### config.mk
export PLATFORM = sky130hd
export DESIGN_NAME = nibble_add_arbiter
export DESIGN_NICKNAME = d
export VERILOG_FILES = /design/src/rtl/nibble_add_pkg.sv /design/src/rtl/rr_arbiter.sv /design/src/rtl/nibble_add_arbiter.sv
export SDC_FILE = /design/constraint.sdc
export NUM_CORES = 1
export LEC_CHECK = 0
export BUFFER_PORTS_ARGS = -buffer_cell sky130_fd_sc_hd__buf_2
export CAP_MARGIN = 10
export CORE_ASPECT_RATIO = 0.9
export CORE_MARGIN = 2
export CORE_UTILIZATION = 45
export CTS_CLUSTER_SIZE = 8
export DETAILED_ROUTE_END_ITERATION = 10
export HOLD_SLACK_MARGIN = 0.05
export PLACE_DENSITY = 0.87
export SYNTH_ARGS = -nofsm -noshare
export SYNTH_HDL_FRONTEND = slang
export SYNTH_SLANG_ARGS = --single-unit
export TNS_END_PERCENT = 10
### constraint.sdc
create_clock -name clk -period 4 [get_ports clk]
set_input_delay 0.6 -clock clk [delete_from_list [all_inputs] [get_ports clk]]
set_output_delay 0.6 -clock clk [all_outputs]
set_load 0.005 [all_outputs]
### src/rtl/nibble_add_pkg.sv
// ---------------------------------------------------------------------------
// nibble_add_pkg
//   Shared definitions for the nibble adder arbiter:
//     DATA_W / NUM_REQ : default operand width and requester count
//     nibble_t         : one operand
//     sum_t            : operand width plus one carry bit
//     rr_wrap()        : (base + off) modulo n for base < n, off <= n.
//                        Used by the arbiter's priority search and by the
//                        round-robin pointer update.
// ---------------------------------------------------------------------------
package nibble_add_pkg;

  localparam int DATA_W  = 4;
  localparam int NUM_REQ = 4;

  typedef logic [DATA_W-1:0] nibble_t;
  typedef logic [DATA_W:0]   sum_t;

  // A single conditional subtract is enough because base < n and off <= n.
  function automatic int unsigned rr_wrap(input int unsigned base,
                                          input int unsigned off,
                                          input int unsigned n);
    int unsigned s;
    s = base + off;
    if (s >= n) begin
      s = s - n;
    end
    return s;
  endfunction

endpackage : nibble_add_pkg

### src/rtl/rr_arbiter.sv
// ---------------------------------------------------------------------------
// rr_arbiter
//   Purely combinational round-robin pick. Searches req starting at ptr,
//   then ptr+1, ... modulo N, and grants the first asserted request.
//   Ports:
//     req     [N]    in   request vector
//     ptr     [IDW]  in   highest-priority index (must be < N)
//     en      1      in   when low, no grant is issued
//     gnt     [N]    out  one-hot grant (all-zero when nothing granted)
//     gnt_idx [IDW]  out  index of the granted requester (0 when none)
// ---------------------------------------------------------------------------
module rr_arbiter #(
  parameter int N = 4
) (
  input  logic [N-1:0]         req,
  input  logic [$clog2(N)-1:0] ptr,
  input  logic                 en,
  output logic [N-1:0]         gnt,
  output logic [$clog2(N)-1:0] gnt_idx
);
  import nibble_add_pkg::*;

  localparam int IDW = $clog2(N);

  logic [IDW-1:0] w_cand;
  logic           w_found;

  always_comb begin
    gnt     = '0;
    gnt_idx = '0;
    w_cand  = '0;
    w_found = 1'b0;
    for (int k = 0; k < N; k++) begin
      w_cand = IDW'(rr_wrap(32'(ptr), 32'(k), 32'(N)));
      if (en && !w_found && req[w_cand]) begin
        w_found        = 1'b1;
        gnt[w_cand]    = 1'b1;
        gnt_idx        = w_cand;
      end
    end
  end

endmodule : rr_arbiter

### src/rtl/nibble_add_arbiter.sv
// ---------------------------------------------------------------------------
// nibble_add_arbiter
//   Shares one DATA_W-bit adder among NUM_REQ requesters. A round-robin
//   arbiter picks one valid requester per cycle, its operands are added
//   DATA_W+1 wide, and the result lands in a one-entry response slot.
//   Throughput is one addition per cycle while the consumer keeps up.
//
//   Optional feature (compile-time macro SATURATE_EN):
//     defined   : rsp_sum is forced to all-ones whenever the carry is set
//     undefined : rsp_sum is the sum modulo 2**DATA_W
//   rsp_carry reports the overflow in both builds; timing is identical.
//
//   Ports:
//     clk        in   1               clock, rising edge
//     reset      in   1               synchronous reset, active-high
//     req_valid  in   NUM_REQ         requester i has operands valid
//     req_ready  out  NUM_REQ         one-hot grant (combinational)
//     req_a      in   NUM_REQ*DATA_W  operand A, requester i at [i*DATA_W +: DATA_W]
//     req_b      in   NUM_REQ*DATA_W  operand B, same packing
//     rsp_valid  out  1               response slot holds a result
//     rsp_ready  in   1               consumer accepts the response
//     rsp_sum    out  DATA_W          sum (saturated in the SATURATE_EN build)
//     rsp_carry  out  1               carry-out of the addition
//     rsp_id     out  IDW             requester that produced the result
//     rr_ptr     out  IDW             current highest-priority requester
// ---------------------------------------------------------------------------
module nibble_add_arbiter #(
  parameter int NUM_REQ = nibble_add_pkg::NUM_REQ,  // 2..8
  parameter int DATA_W  = nibble_add_pkg::DATA_W
) (
  input  logic                       clk,
  input  logic                       reset,
  input  logic [NUM_REQ-1:0]         req_valid,
  output logic [NUM_REQ-1:0]         req_ready,
  input  logic [NUM_REQ*DATA_W-1:0]  req_a,
  input  logic [NUM_REQ*DATA_W-1:0]  req_b,
  output logic                       rsp_valid,
  input  logic                       rsp_ready,
  output logic [DATA_W-1:0]          rsp_sum,
  output logic                       rsp_carry,
  output logic [$clog2(NUM_REQ)-1:0] rsp_id,
  output logic [$clog2(NUM_REQ)-1:0] rr_ptr
);

  localparam int IDW = $clog2(NUM_REQ);

  // Response slot and round-robin pointer
  logic              r_rsp_valid;
  logic [DATA_W-1:0] r_rsp_sum;
  logic              r_rsp_carry;
  logic [IDW-1:0]    r_rsp_id;
  logic [IDW-1:0]    r_rr_ptr;

  logic               w_slot_free;
  logic               w_arb_en;
  logic               w_xfer;
  logic [NUM_REQ-1:0] w_gnt;
  logic [IDW-1:0]     w_gnt_idx;
  logic [IDW-1:0]     w_ptr_next;
  logic [DATA_W-1:0]  w_a_arr [NUM_REQ];
  logic [DATA_W-1:0]  w_b_arr [NUM_REQ];
  logic [DATA_W-1:0]  w_a;
  logic [DATA_W-1:0]  w_b;
  logic [DATA_W:0]    w_sum;
  logic [DATA_W-1:0]  w_sum_out;

  // The slot can take a new result if it is empty or being drained now.
  assign w_slot_free = !r_rsp_valid || rsp_ready;

  // Grants are suppressed while reset is high so no requester believes it
  // was accepted on a cycle whose result is about to be discarded.
  assign w_arb_en = w_slot_free && !reset;

  rr_arbiter #(
    .N (NUM_REQ)
  ) u_rr_arbiter (
    .req     (req_valid),
    .ptr     (r_rr_ptr),
    .en      (w_arb_en),
    .gnt     (w_gnt),
    .gnt_idx (w_gnt_idx)
  );

  assign req_ready = w_gnt;
  assign w_xfer    = |(req_valid & w_gnt);

  // Unpack the flat operand buses so the mux is a plain array index.
  for (genvar gi = 0; gi < NUM_REQ; gi++) begin : g_unpack
    assign w_a_arr[gi] = req_a[gi*DATA_W +: DATA_W];
    assign w_b_arr[gi] = req_b[gi*DATA_W +: DATA_W];
  end

  assign w_a   = w_a_arr[w_gnt_idx];
  assign w_b   = w_b_arr[w_gnt_idx];
  assign w_sum = {1'b0, w_a} + {1'b0, w_b};

`ifdef SATURATE_EN
  assign w_sum_out = w_sum[DATA_W] ? {DATA_W{1'b1}} : w_sum[DATA_W-1:0];
`else
  assign w_sum_out = w_sum[DATA_W-1:0];
`endif

  assign w_ptr_next = IDW'(nibble_add_pkg::rr_wrap(32'(w_gnt_idx), 32'd1, 32'(NUM_REQ)));

  always_ff @(posedge clk) begin
    if (reset) begin
      r_rsp_valid <= 1'b0;
      r_rsp_sum   <= '0;
      r_rsp_carry <= 1'b0;
      r_rsp_id    <= '0;
      r_rr_ptr    <= '0;
    end else if (w_xfer) begin
      // Covers both an empty slot and drain-plus-reload in the same cycle.
      r_rsp_valid <= 1'b1;
      r_rsp_sum   <= w_sum_out;
      r_rsp_carry <= w_sum[DATA_W];
      r_rsp_id    <= w_gnt_idx;
      r_rr_ptr    <= w_ptr_next;
    end else if (rsp_ready) begin
      // Data fields keep their last value after a drain.
      r_rsp_valid <= 1'b0;
    end
  end

  assign rsp_valid = r_rsp_valid;
  assign rsp_sum   = r_rsp_sum;
  assign rsp_carry = r_rsp_carry;
  assign rsp_id    = r_rsp_id;
  assign rr_ptr    = r_rr_ptr;

endmodule : nibble_add_arbiter

==> Yosys cells after proc, flatten, opt, wreduce, memory -nomap -nowiden <==
Cells that the tools add are included.
{ "word_totals": {"regBits": 10, "out_inout_bits": 14} }
{ "classes": {"n_addsub": 10, "order_cmp": 14, "n_mux": 40, "bitwise": 5, "reduce_logical": 20} }
{ "op_table": {"columns": ["op", "n"], "rows": [
  ["2-to-1 mux 4 bit", 8],
  ["2-to-1 mux 2 bit", 9],
  ["binary-select mux 4 bit (select 2 bit)", 2],
  ["greater-or-equal comparator 3 bit (second input constant)", 5],
  ["2-to-1 mux 1 bit", 13],
  ["logical AND 1 bit", 12],
  ["less-than comparator 2 x 3 -> 1 bit (second input constant)", 4],
  ["OR 4 bit", 3],
  ["subtractor 2 x 1 -> 2 bit (second input constant)", 5],
  ["binary-select mux 1 bit (select 2 bit)", 4],
  ["demux 1 bit (select 2 bit)", 4],
  ["greater-or-equal comparator 2 x 1 -> 1 bit (second input constant)", 4],
  ["adder 2 x 1 -> 3 bit (second input constant)", 2],
  ["adder 2 x 2 -> 3 bit (second input constant)", 2],
  ["adder 4 x 4 -> 5 bit", 1],
  ["zero test 1 bit", 5],
  ["AND 4 bit", 1],
  ["OR reduction 4 bit", 1],
  ["greater-or-equal comparator 2 x 3 -> 1 bit (second input constant)", 1],
  ["inverter 2 -> 3 bit", 1],
  ["nonzero test 2 bit", 1],
  ["logical OR 1 bit", 1]
]} }

==> Logic depth before layout (Yosys ltp) <==
Gate-level depths: netlist of run 1.
{ "logic_depth": {"depth_word": 23, "ltp_mapped": 19} }

==> By module <==
A second synthesis of run 1 with hierarchy kept.
{ "unflattened": {"cells_unflattened": 132, "area_unflattened_um2": 1316.3} }
{ "modules_own_cells": {"columns": ["module", "n_inst", "cells_each", "area_each_um2", "seq_area_each_um2"], "rows": [
  ["nibble_add_arbiter", 1, 69, 784.5, 200.2],
  ["rr_arbiter", 1, 63, 531.8, 0.0]
]} }

==> Worst setup path before layout of run 1 <==
Ideal clock, no wire load.
{ "synth_timing": {"path_kind": "register to register", "startpoint": "reg r_rr_ptr[0], in the netlist rr_ptr[0]", "endpoint": "reg r_rsp_carry, in the netlist rsp_carry", "arrival_time_ns": 3.825, "required_time_ns": 3.866, "slack_ns": 0.041, "path_stages_with_launch": 17, "synth_period_minus_slack_ns": 3.959, "cell_sequence": "dfxtp_1 -> buf_4 -> clkbuf_8 -> inv_1 -> ha_1 -> clkbuf_1 -> mux2i_1 -> a211oi_1 -> o211ai_1 -> clkbuf_1 -> mux2i_1 -> a21oi_1 -> ha_1 -> fa_1 -> a21o_1 -> a21oi_1 -> a211oi_2"} }
{ "synth_between": {"elab_chain_len": 23, "elab_cells_between_ends": 77, "classes_between": "add/sub: 8; order compare: 12; mux: 37; bitwise: 5; reduce/logical: 15"} }
{ "synth_lines": {"columns": ["element", "line", "rtl"], "rows": [
  ["start: declaration", "nibble_add_arbiter.sv:52", "logic [IDW-1:0] r_rr_ptr;"],
  ["start signal: assignment", "nibble_add_arbiter.sv:118", "r_rr_ptr <= w_ptr_next;"],
  ["greater-or-equal comparator 2 x 3 -> 1 bit / subtractor 2 x 1 -> 2 bit (equally long branches)", "nibble_add_pkg.sv:25, nibble_add_pkg.sv:26", null],
  ["2-to-1 mux 2 bit", "nibble_add_pkg.sv:25", "if (s >= n) begin"],
  ["binary-select mux 1 bit (select 2 bit)", "rr_arbiter.sv:35", "if (en && !w_found && req[w_cand]) begin"],
  ["2-to-1 mux 1 bit (implied by the code)", "rr_arbiter.sv:35", null],
  ["logical AND 1 bit", "rr_arbiter.sv:35", null],
  ["2-to-1 mux 1 bit", "rr_arbiter.sv:35", null],
  ["zero test 1 bit", "rr_arbiter.sv:35", null],
  ["logical AND 1 bit (2 in a row)", "rr_arbiter.sv:35", null],
  ["(+4 left out)", null, null],
  ["2-to-1 mux 1 bit", "rr_arbiter.sv:35", null],
  ["zero test 1 bit", "rr_arbiter.sv:35", null],
  ["logical AND 1 bit (2 in a row)", "rr_arbiter.sv:35", null],
  ["2-to-1 mux 2 bit", "rr_arbiter.sv:35", null],
  ["inverter 2 -> 3 bit (implied by the code)", "nibble_add_arbiter.sv:93, nibble_add_arbiter.sv:94", null],
  ["binary-select mux 4 bit (select 2 bit), on equally long branches", "nibble_add_arbiter.sv:93, nibble_add_arbiter.sv:94", null],
  ["2-to-1 mux 4 bit, on equally long branches (2 in a row)", "nibble_add_arbiter.sv:93, nibble_add_arbiter.sv:94", null],
  ["adder 4 x 4 -> 5 bit", "nibble_add_arbiter.sv:95", "assign w_sum = {1'b0, w_a} + {1'b0, w_b};"],
  ["end signal: assignment", "nibble_add_arbiter.sv:116", "r_rsp_carry <= w_sum[DATA_W];"],
  ["end: declaration", "nibble_add_arbiter.sv:50", "logic r_rsp_carry;"]
]} }
Several ways; a longest one is shown, not always the timed one. The select of a mux whose other input is x is not followed.
A chain may end at the register's enable or synchronous reset.

==> Final worst setup path of run 1 <==
Ends and elaborated chain as after synthesis.

==> results.yml, run 1 <==
synthesis:
  async_flop_share: 0
  syn_area_um2: 1448
  ys_ff_latch: 10
  ys_types: 49
  yosys_warnings: 0
  syn_inst: 165
  synth_ff_type: "dfxtp_1"
  synth_edf_count: 0
  syn_area_per_cell_um2: 8.774
  synth_nets: 217
  ys_seq_area_frac: 0.1383
layout:
  final_cells: 252
  nFillCells: 298
  area_growth_pct: 18.67
  fin_nets: 263
  antenna_cells: 0
  layout-drive-gt1-share: 0.3714
timing:
  rsz0062_at_grt: "no"
  timing.final.crit_share: 0.9191
  holdWs_ns: 0.4975
  setup_ws_ns: 0.3238
  fin_crit_ns: 3.676
  max_freq_mhz: 272.0
  setup_viol: 0
  slew_headroom: 0.5861
  fin_tns_setup_ns: 0
  finalHoldViolCount: 0
  fin_skew_ns: 0.005238
  slew_violations: 0
  worst_pin_slew_ns: 0.6209
pwr:
  p_seq_frac: 0.139
  p_leak_nw: 0.8104
  swShare: 0.4685
  p_int_uw: 578.6
  switching_power_uw: 510.1
  comb_power_share: 0.775
  powerDensity_nw_per_um2: 633.8
  ir_drop_mv: 0.3453
  pwr-share-clk: 0.086
setup_path:
  start_kind: "register"
  arrival_ns: 3.80
  cp-end-kind: "register"
  path_max_fanout: 11
  reg2reg_depth: 12
  critPathMaxStageDelay_ns: 0.52
  crit_slowest_cell: "o32a_1"
  path_cells: "inv_1, ha_1, mux2i_1, a32oi_1, o32a_1, a211oi_1, a21oi_1, ha_1, fa_1, a21o_1, a21oi_1, a211oi_2"
  crit_required_ns: 4.12
  path_class: "register to register"
cts:
  h-tree-depth: 1
  holdBufCountCts: 0
  cts.sinks: 10
  cts_buffers: 3
  cts_resized: 0
  cts_tree: "done"
  path_clk_slew_ns: 0.07
  clock_latency_ns: 0.27
  root_buffer: "clkbuf_4"
  cts_buffer_depth: 2
  post_cts_buffers: 0
place:
  io_buffers: 52
  post-place-ws_ns: 0.2761
  dpl.cell_count: 248
  hpwlAfterDp_mm: 2.804
  globalplace.congestion: 0.9143
min_path:
  hold_depth: 2
  hp-class: "register to register"
global_route:
  antenna_found_initial: 0
  grt_pass1_vias: 1324
  grt_pass1_wl_mm: 6.085
  overflow: 0
  grtUsageTotal: 0.2063
  grt_max_degree: 20
flow_run:
  drv_cap: 0
detailed_routing:
  vias: 1433
  ant_nets: 0
  dr.pass1.iters: 4
  drt_iter0_drc: 60
  routed_wl_mm: 3.608
  wl_per_cell_um: 14.32
  via_per_inst: 5.687
  drc: 0
die:
  io_pins: 53
  fp.dieArea_um2: 3687
  die_h_um: 57.81
  num_rows: 19
  design.core.area_um2: 3067
  die_width_um: 63.79
  start_util: 0.4721
status:
  status: "finished clean"
==> cells by family after synthesis <==
group	share of synthesized area
AOI/OAI and AO/OA	0.2731
and+or+nand+nor	0.1729
buffers and inverters	0.09593
muxes	0.1841
adders and majority gates	0.1175
DFF	0.1383
xor gates and xnor gates	0.01815
==> power by group through the flow <==
stage          sequential, mW  clock [mW]  combinational, mW
3_3_place_gp            0.153           0              0.818
4_1_cts                 0.152      0.0955              0.834
2_1_floorplan           0.163           0              0.668
5_1_grt                 0.157       0.101              0.937
3_5_place_dp            0.154           0              0.830
6_report                0.151      0.0933              0.844
==> cell usage after synthesis, types with 3 or more instances <==
cell type / number / share of area
nand2_1: 5 / 0.013
mux4_2: 3 / 0.047
xnor2_1: 3 / 0.018
nor2_1: 15 / 0.039
dfxtp_1: 10 / 0.14
mux2i_1: 15 / 0.10
a21oi_1: 14 / 0.048
buf_6: 3 / 0.023
ha_1: 12 / 0.10
nand3b_1: 3 / 0.016
and2_1: 9 / 0.039
a22oi_1: 4 / 0.021
clkbuf_1: 6 / 0.016
a211oi_1: 11 / 0.057
a211oi_2: 4 / 0.035
inv_1: 5 / 0.013
==> routing by layer <==
layer / vias to the layer above / track usage / part of all wire
li1: 714 / - / -
met1: 659 / 0.2911 / 0.47
met2: 53 / 0.3259 / 0.46
met3: 7 / 0.01942 / 0.060
met4: 0 / 0.08385 / 0.015
met5: - / 0 / 0
==> final timing paths <==
kind / slack [ns] / start / end
worst max register to register: 0.32 / rr_ptr[0] / rsp_carry
worst min register to register: 0.50 / rsp_sum[3] / rsp_sum[3]
worst max-delay path: 0.32 / rr_ptr[0] / rsp_carry
worst min-delay path: 0.50 / rsp_sum[3] / rsp_sum[3]
==> per-stage QoR <==
step | cell area [um2] | power, mW | util
CTS | 1714 | 1.082 | 0.5590
finish | 1718 | 1.089 | 0.5602
floorplan | 1448 | 0.8308 | -
detailed placement | 1678 | 0.9842 | 0.5471
global placement | 1678 | 0.9710 | 0.5471
global route | 1718 | 1.195 | 0.5602
==> cells in the final DEF, fill, tap and decap left out, types with 2 or more instances in the layout <==
cell type	instances
inv_1	5
mux4_2	3
nand2_1	5
a2111oi_0	2
o211ai_1	2
a21oi_1	14
nor2_1	15
dfxtp_1	10
a211oi_1	11
nor3_1	2
or2b_2	2
a21o_1	2
mux2i_1	14
mux2_2	2
xnor2_1	3
ha_1	12
and2b_2	2
buf_2	52
a221o_1	2
a22oi_1	4
a211oi_2	4
clkbuf_4	3
nand3b_1	3
buf_4	5
and2_1	9
==> layout make-up <==
type	count	area [um2]	share of cell area
Clock buffer	4	36.28	0.02112
Multi-Input combinational cell	134	1112	0.6475
Timing Repair Buffer	57	297.8	0.1733
Sequential cell	10	200.2	0.1165
Tap cell	42	52.55	0.03059
Inverter	5	18.77	0.01092
==> sequential cells by signal, summed over array words and instances, names as in the netlist <==
name	cells
rsp_id	2
rr_ptr	2
rsp_valid	1
rsp_sum	4
rsp_carry	1
==> worst max-delay path: cells and delay by family (launching register included) <==
family / cells / cell delay (ns)
compound gates: 7 / 1.47
fa+ha+maj: 3 / 1.12
buf+inv: 1 / 0.13
flops: 1 / 0.34
mux: 1 / 0.45
No activity file was read; power rests on OpenSTA's default activity.
==> run 2, diff against run 1 <==
--- a/config.mk
+++ b/config.mk
@@ -13,7 +13,7 @@
 export CTS_CLUSTER_SIZE = 8
 export DETAILED_ROUTE_END_ITERATION = 10
 export HOLD_SLACK_MARGIN = 0.05
-export PLACE_DENSITY = 0.87
+export PLACE_DENSITY = 0.86
 export SYNTH_ARGS = -nofsm -noshare
 export SYNTH_HDL_FRONTEND = slang
 export SYNTH_SLANG_ARGS = --single-unit
==> run 2 against run 1 <==
Net effect: die area unchanged; register-to-register slack got worse by 0.08 ns; routed wire length shrank 0.28%; fmax decreased by 2.2%; via count increased by 0.63%; combinational power up 0.6%; non-clock buffer count is the same; count of clock-buffer cells in the layout unchanged; cell count unchanged; critical path type unchanged; critical endpoint unchanged.
==> results.yml, run 2 (same netlist as run 1, synthesis figures left out) <==
die:
  die_h_um: 57.81
  die_width_um: 63.79
  num_rows: 19
  fp.dieArea_um2: 3687
  design.core.area_um2: 3067
  start_util: 0.4721
  io_pins: 53
setup_path:
  cp-endpoint: "rsp_carry"
  arrival_ns: 3.88
  start_kind: "register"
  reg2reg_depth: 12
  cp-end-kind: "register"
  path_class: "register to register"
  r2r_start: "rr_ptr[1]"
  path_max_fanout: 10
  regToRegEndpoint: "rsp_carry"
  crit_path_start: "rr_ptr[1]"
  rrSetupSlack_ns: 0.24
  crit_required_ns: 4.12
cts:
  post_cts_buffers: 0
  cts.sinks: 10
  path_clk_slew_ns: 0.06
  cts_tree: "done"
  cts_buffers: 3
  holdBufCountCts: 0
  clock_latency_ns: 0.26
  cts_resized: 0
  root_buffer: "clkbuf_4"
  h-tree-depth: 1
  cts_buffer_depth: 2
layout:
  design_area_um2: 1718
  final_common_cell: "buf_2"
  area_growth_pct: 18.67
  nFillCells: 295
  fin_nets: 263
  final_cell_mix: "52 x buf_2, 15 x nor2_1, 14 x mux2i_1, 14 x a21oi_1, 12 x ha_1"
  antenna_cells: 0
  multi_input_area_um2: 1112
  layout-drive-gt1-share: 0.3714
  largest_reg_flops: 4
  seqCellArea_um2: 200.2
pwr:
  p_leak_nw: 0.8104
  powerDensity_nw_per_um2: 635.6
  ir_drop_mv: 0.3883
detailed_routing:
  top_layer_used: "met4"
  via_per_inst: 5.722
  drt_iter0_drc: 108
  route.met2.wl_mm: 1.709
  vias: 1442
  dr.pass1.iters: 4
  ant_nets: 0
  drc: 0
  routed_wl_mm: 3.598
  wirelength_met1_mm: 1.592
  wl_per_cell_um: 14.28
  met3_length_um: 261
global_route:
  grtUsageTotal: 0.2015
  overflow: 0
  antenna_found_initial: 0
  grt_pass1_vias: 1327
  grt_pass1_wl_mm: 6.023
  grt_max_degree: 19
timing:
  slew_violations: 0
  worst_pin_slew_ns: 0.6254
  rsz0062_at_grt: "no"
  slew_headroom: 0.5830
  fin_tns_setup_ns: 0
  finalHoldViolCount: 0
  max_freq_mhz: 266.0
  timing.final.crit_share: 0.9399
  fin_skew_ns: 0.003144
  setup_viol: 0
  fin_crit_ns: 3.759
place:
  hpwlAfterDp_mm: 2.834
  io_buffers: 52
  globalplace.congestion: 0.8865
  postPlaceCellArea_um2: 1678
min_path:
  hp-class: "register to register"
flow_run:
  drv_cap: 0
status:
  status: "finished clean"
[run 2: cell counts in the layout (fill, tap and decap cells not counted)]
Identical to the previous run, type by type.
[run 2: how the worst min path moves through the flow]
stage | startpoint | endpoint | slack [ns] | cells past startpoint
global route | rsp_id[0] | rsp_id[0] | 0.53 | 2
detailed placement | rsp_sum[3] | rsp_sum[3] | 0.48 | 2
CTS | rsp_sum[0] | rsp_sum[0] | 0.50 | 2
global placement | rsp_sum[1] | rsp_sum[1] | 0.47 | 2
finish | rsp_sum[0] | rsp_sum[0] | 0.49 | 2
floorplan | rsp_id[0] | rsp_id[0] | 0.48 | 2
[run 2: final cells by class]
type / count / area share
inverters: 5 / 0.01092
well taps: 42 / 0.03059
clock buffers: 4 / 0.02112
flip-flops and latches: 10 / 0.1165
multi-input cells: 134 / 0.6475
repair buffers: 57 / 0.1733
[run 2: routing by layer]
| metal | up-vias | track usage |
|---|---|---|
| met5 | - | 0 |
| met4 | 0 | 0.04658 |
| met3 | 6 | 0.02913 |
| met2 | 59 | 0.3244 |
| met1 | 671 | 0.2869 |
| li1 | 706 | - |
[run 2: metrics by stage]
stage | hold slack, ns | total power [mW] | worst slack (ns) | utilization | std cells
floorplan | 0.4850 | 0.8308 | 0.04115 | - | 165
global placement | 0.4700 | 0.9659 | 0.3875 | 0.5471 | 248
detailed placement | 0.4774 | 0.9902 | 0.2634 | 0.5471 | 248
CTS | 0.5003 | 1.087 | 0.2637 | 0.5590 | 252
global route | 0.5277 | 1.185 | 0.02323 | 0.5602 | 252
finish | 0.4939 | 1.092 | 0.2406 | 0.5602 | 252
[run 2: worst max-delay path, cell delays in order (launching register included)]
cell and delay (ns):
dfxtp_1 0.42, inv_1 0.14, ha_1 0.45, mux2i_1 0.46, a32oi_1 0.21, o32a_1 0.50
a211oi_1 0.23, a21oi_1 0.07, ha_1 0.25, fa_1 0.41, a21o_1 0.18, a21oi_1 0.19
a211oi_2 0.09
[run 2: where the power goes]
group          switching, mW  total, mW  internal (mW)  leakage [nW]
Clock                 0.0323     0.0875         0.0552        0.0210
Sequential            0.0210      0.156          0.135        0.0821
Combinational          0.458      0.849          0.391         0.707
